[config.mk]
export PLATFORM = sky130hd
export DESIGN_NAME = mem_arbiter
export DESIGN_NICKNAME = d
export VERILOG_FILES = /design/src/rtl/mem_arbiter.sv
export SDC_FILE = /design/constraint.sdc
export NUM_CORES = 1
export LEC_CHECK = 0
export CORE_AREA = 4 4 102 104
export DETAILED_ROUTE_END_ITERATION = 10
export DIE_AREA = 0 0 106 108
export PLACE_DENSITY = 0.68
export SKIP_CTS_REPAIR_TIMING = 1
export SLEW_MARGIN = 10
export SYNTH_ARGS = -nofsm -noshare
export SYNTH_HDL_FRONTEND = slang
export SYNTH_SLANG_ARGS = --single-unit
export TNS_END_PERCENT = 50
[constraint.sdc]
create_clock -name CLK -period 1.3 [get_ports CLK]
set_input_delay 0.325 -clock CLK [delete_from_list [all_inputs] [get_ports CLK]]
set_output_delay 0.325 -clock CLK [all_outputs]
set_load 0.03 [all_outputs]
[src/rtl/mem_arbiter.sv]
// Single-port RAM arbiter between the instruction and data caches.
// The dcache has fixed priority; a streak counter bounds how long the icache can be starved.
module mem_arbiter #(
    parameter int unsigned ISTARVE_MAX = 4
) (
    input  logic        CLK,
    input  logic        RST,
    input  logic        iREN,
    input  logic [31:0] iaddr,
    output logic        iwait,
    output logic [31:0] iload,
    input  logic        dREN,
    input  logic        dWEN,
    input  logic [31:0] daddr,
    input  logic [31:0] dstore,
    output logic        dwait,
    output logic [31:0] dload,
    output logic        ramREN,
    output logic        ramWEN,
    output logic [31:0] ramaddr,
    output logic [31:0] ramstore,
    input  logic [31:0] ramload,
    input  logic        ram_ready
);

    localparam logic [3:0] STREAK_MAX = 4'(ISTARVE_MAX);

    typedef enum logic [1:0] {
        IDLE   = 2'd0,
        IGRANT = 2'd1,
        DGRANT = 2'd2,
        SETTLE = 2'd3
    } state_e;

    state_e     state_q;
    state_e     state_d;
    logic [3:0] streak_q;
    logic [3:0] streak_d;
    logic       d_req_s;

    assign d_req_s = dREN | dWEN;

    // Next-state and streak selection; requests are only sampled in IDLE.
    always_comb begin
        state_d  = state_q;
        streak_d = streak_q;
        case (state_q)
            IDLE: begin
                if (d_req_s && (!iREN || (streak_q < STREAK_MAX))) begin
                    state_d = DGRANT;
                    if (iREN) begin
                        if (streak_q < STREAK_MAX) begin
                            streak_d = streak_q + 4'd1;
                        end else begin
                            streak_d = streak_q;
                        end
                    end else begin
                        streak_d = 4'd0;
                    end
                end else if (iREN) begin
                    state_d  = IGRANT;
                    streak_d = 4'd0;
                end else begin
                    state_d  = IDLE;
                    streak_d = 4'd0;
                end
            end
            DGRANT: begin
                // ram_ready wins over a simultaneous request drop: that is a completion.
                if (ram_ready) begin
                    state_d = SETTLE;
                end else if (!d_req_s) begin
                    state_d = IDLE;
                end else begin
                    state_d = DGRANT;
                end
            end
            IGRANT: begin
                if (ram_ready) begin
                    state_d = SETTLE;
                end else if (!iREN) begin
                    state_d = IDLE;
                end else begin
                    state_d = IGRANT;
                end
            end
            SETTLE: begin
                state_d = IDLE;
            end
            default: begin
                state_d  = IDLE;
                streak_d = 4'd0;
            end
        endcase
    end

    // State and streak registers with synchronous reset.
    always_ff @(posedge CLK) begin
        if (RST) begin
            state_q  <= IDLE;
            streak_q <= 4'd0;
        end else begin
            state_q  <= state_d;
            streak_q <= streak_d;
        end
    end

    // RAM port routing and wait generation for the granted requester.
    always_comb begin
        ramREN   = 1'b0;
        ramWEN   = 1'b0;
        ramaddr  = 32'd0;
        ramstore = 32'd0;
        iwait    = 1'b1;
        dwait    = 1'b1;
        case (state_q)
            DGRANT: begin
                ramaddr  = daddr;
                ramstore = dstore;
                ramWEN   = dWEN;
                ramREN   = dREN & ~dWEN;
                dwait    = ~ram_ready;
            end
            IGRANT: begin
                ramaddr = iaddr;
                ramREN  = iREN;
                iwait   = ~ram_ready;
            end
            IDLE: begin
                ramREN = 1'b0;
            end
            SETTLE: begin
                ramREN = 1'b0;
            end
            default: begin
                ramREN = 1'b0;
            end
        endcase
    end

    assign iload = ramload;
    assign dload = ramload;

endmodule

==> summary by stage <==
Die
The row count is 36. The count of boundary I/O pins is approximately 270. The die outline width is around 110 µm. The area enclosed by the die boundary is between 10000 and 15000 µm². The initial utilization of the core area, before any placement, comes to 16.3%. The placeable core area is around 9500 µm².

From bottom edge to top edge, the die measures around 110 µm.

Drt
Dividing the detail-routed via count by the number of cells gives roughly 4.0. The via count is 1850. The per-cell routed wire length is 15.6 µm. The pre-antenna-repair detailed-routing pass consisted of 2 iterations. The count of antenna-violating nets left after detailed routing is 0. The remaining routing DRC violations is 0. After the first detailed-routing iteration, the DRC count stood at 69. The aggregate routed wire length is a little over 7 mm.

Logic synthesis
The synthesized design contains 0 enable-type register cells. In the post-synthesis netlist, the biggest area contributors are sky130_fd_sc_hd__buf_4 31%, sky130_fd_sc_hd__a22oi_1 15%, sky130_fd_sc_hd__and2_1 14%. In this run, synthesis produced a sequential element count of 6. sky130_fd_sc_hd__buf_4 takes more of the synthesized area than any other cell. The post-synth net total is 356.

The number of library cell types mapped by synthesis is 21. Yosys instantiated no cell more often than sky130_fd_sc_hd__buf_4. The average instance area after synthesis is 7.21 µm². Synthesis handed over a netlist of ~220 instances. The number of warnings reported in the yosys synthesis log is 0. After synthesis, flip-flops and latches occupy around 7.7% of the total area. In this run the cell area of the synthesized design comes to 1560 µm². Of all flip-flops after synthesis, the portion carrying an async set or reset was 0%.

Among all flip-flop cells after synthesis, the most frequent one is sky130_fd_sc_hd__dfxtp_1. Counting instances in the post-synthesis netlist gives the leading cell types as 64 x sky130_fd_sc_hd__buf_4, 34 x sky130_fd_sc_hd__and2_1, 33 x sky130_fd_sc_hd__nor2b_1. The share of the synthesized area in the top cell type is between 30% and 40%.

Setup path
The path type of the worst setup path is reg -> out. Along the worst path, the maximum fanout reaches 8. For this design, the slowest cell found on the critical path is sky130_fd_sc_hd__dfxtp_4. The critical path goes through inv_4 -> ha_4 -> buf_4 -> a22oi_1 -> nor2b_2 -> buf_4.

The worst setup path is launched from a flip-flop. Data on the critical path is required at its endpoint by roughly 0.98 ns. The cell that appears most often on the critical path is sky130_fd_sc_hd__buf_4.

On the worst path, the slowest cell contributes a delay of roughly 0.37 ns. At the worst endpoint, the arrival time is 1.47 ns. The nature of the critical path endpoint is a primary output.

Clocking
The number of buffers between clock root and the deepest sink is 2. CTS built an H-tree with a depth of 1. TritonCTS built the clock tree. The number of clock buffers inserted by TritonCTS is 3. The clock-pin slew reported for the worst setup and hold paths after clock tree synthesis is ~0.040 ns. The root buffer cell chosen for the clock tree is sky130_fd_sc_hd__clkbuf_8. The later pin in the worst-skew pair is clocked with a latency of 0.22 ns. The clock drives 6 sinks.

Global route
The total track usage is between 10% and 20%. The initial antenna violation count is 0. The via count of the first global-routing pass is between 1500 and 2000.

The first global-routing pass estimated 10.2 mm of wire. The final global-route overflow total is 0. The maximum number of pins on one net before global-route repair is 21.

Pwr
Dividing total power by cell area gives a power density of slightly above 600 nW/µm². The leakage power is ~0.0015 µW. The worst-case IR drop observed on VDD is 0.473 mV.

Timing
The final setup TNS is -28.34 ns. The headroom to the max-slew limit is between 70% and 80%. The share of the clock period used by the worst path after layout is 138%. The slew at the pin closest to its max-slew limit is 0.391 ns. Final hold analysis gives a worst-case slack of ~0.48 ns. The final max-slew violation count is 0. The hold violation count in the final report was 0.

Across the routed clock network, the largest skew measured is 0.00450 ns. The upper clock frequency limit is between 500 and 600 MHz. The time the worst path needs with I/O delays and setup is between 1.5 and 2 ns. Setup repair after global routing could not meet its margin everywhere. Setup violations remaining at the end of the flow were counted as 68.

The final worst slack is -0.495 ns.

Cells and area
The utilization after layout is roughly two fifths. The finished layout holds 463 standard cells, fillers aside. The net count of the finished layout is between 400 and 500. The post-route netlist has between 50% and 60% of its cells at a drive strength greater than 1. The repair_antennas step left the layout with diodes totalling 0. From synthesis to final layout, the design area changed by 142%.

Place
The cell count after placement is approximately 460. In this run the tool buffered the top-level ports with about 170 buffer cells. Prior to clock tree synthesis, the placed netlist has a worst setup slack of -0.294 ns. The wire-length estimate of the detail-placed layout is about 5.9 mm. The placer congestion estimate is between 0.7 and 0.8.

Run status
The run finished, with violations left. The final reports fail on setup timing.

Worst hold path
The tightest min-delay check is of the reg -> reg type.

Run
The number of max-cap violations is 0.
==> placed cells by master (no fill, tap or decap), drive strengths merged <==
| cell | n |
|---|---|
| and2 | 34 |
| clkdlybuf4s50 | 100 |
| nand2 | 4 |
| o2bb2ai | 1 |
| a211oi | 1 |
| dlymetal6s2s | 1 |
| dfxtp | 6 |
| nor2 | 4 |
| ha | 6 |
| inv | 4 |
| o41ai | 3 |
| a21oi | 1 |
| a22oi | 32 |
| nand3b | 1 |
| nor2b | 33 |
| buf | 87 |
| or3b | 3 |
| clkbuf | 5 |
| o21ai | 3 |
| o32ai | 1 |
==> sequential cells by signal, summed over array words and instances (netlist names) <==
signal    flops
streak_q      4
state_q       2
==> report_power, final <==
part / switching [µW] / total, µW / leakage [µW] / internal, µW
sequential: 13.0 / 207 / 0.0000502 / 194
clock: 81.8 / 293 / 0.0000228 / 211
combinational: 802 / 1820 / 0.00139 / 1020
==> logic make-up (layout without fill, tap and decap cells) <==
| kind of cell | count (synthesis) | in the layout | share of synthesized area, % |
|---|---|---|---|
| buffers and inverters | 83 | 197 | 36.3 |
| adder cells (fa/ha/maj) | 6 | 6 | 4.82 |
| AND/OR/NAND/NOR | 79 | 79 | 31.2 |
| AO/OA/AOI/OAI | 42 | 42 | 20.0 |
| flip-flops | 6 | 6 | 7.72 |
==> worst max-delay path, delay by kind of cell, from the launching register on <==
family | cells | cell delay, ns
compound gates | 1 | 0.21
buf+inv | 3 | 0.38
flops | 1 | 0.37
fa+ha+maj | 1 | 0.22
simple gates | 1 | 0.07
==> cell type report <==
type | count | area (µm²)
Fill cell | 926 | 5790
Timing Repair Buffer | 189 | 2040
Multi-Input combinational cell | 127 | 1370
Tap cell | 133 | 166
Sequential cell | 6 | 128
Clock buffer | 4 | 45.0
Inverter | 4 | 22.5
==> metal layers <==
layer | up-vias | part of all wire [%] | track usage [%]
met4 | 0 | 1.8 | 2.50
met1 | 839 | 38 | 13.2
met2 | 100 | 51 | 18.8
li1 | 887 | - | -
met3 | 24 | 9.0 | 4.24
met5 | - | 0 | 0
==> stage by stage <==
step / power (µW) / instance area, µm²
after floorplan: 1550 / 2120
after global placement: 1910 / 3440
after detailed placement: 1930 / 3440
after CTS: 2230 / 3490
after global routing: 2440 / 3760
final: 2320 / 3760
==> worst paths after layout <==
path	from	endpoint	slack, ns	cells after the start
min reg2reg	streak_q[3]	streak_q[3]	0.48	1
min	streak_q[3]	streak_q[3]	0.48	1
max	state_q[1]	ramaddr[7]	-0.49	6
max reg2reg	state_q[1]	state_q[0]	0.03	6
Note: power is estimated with default switching activity, not from simulation.
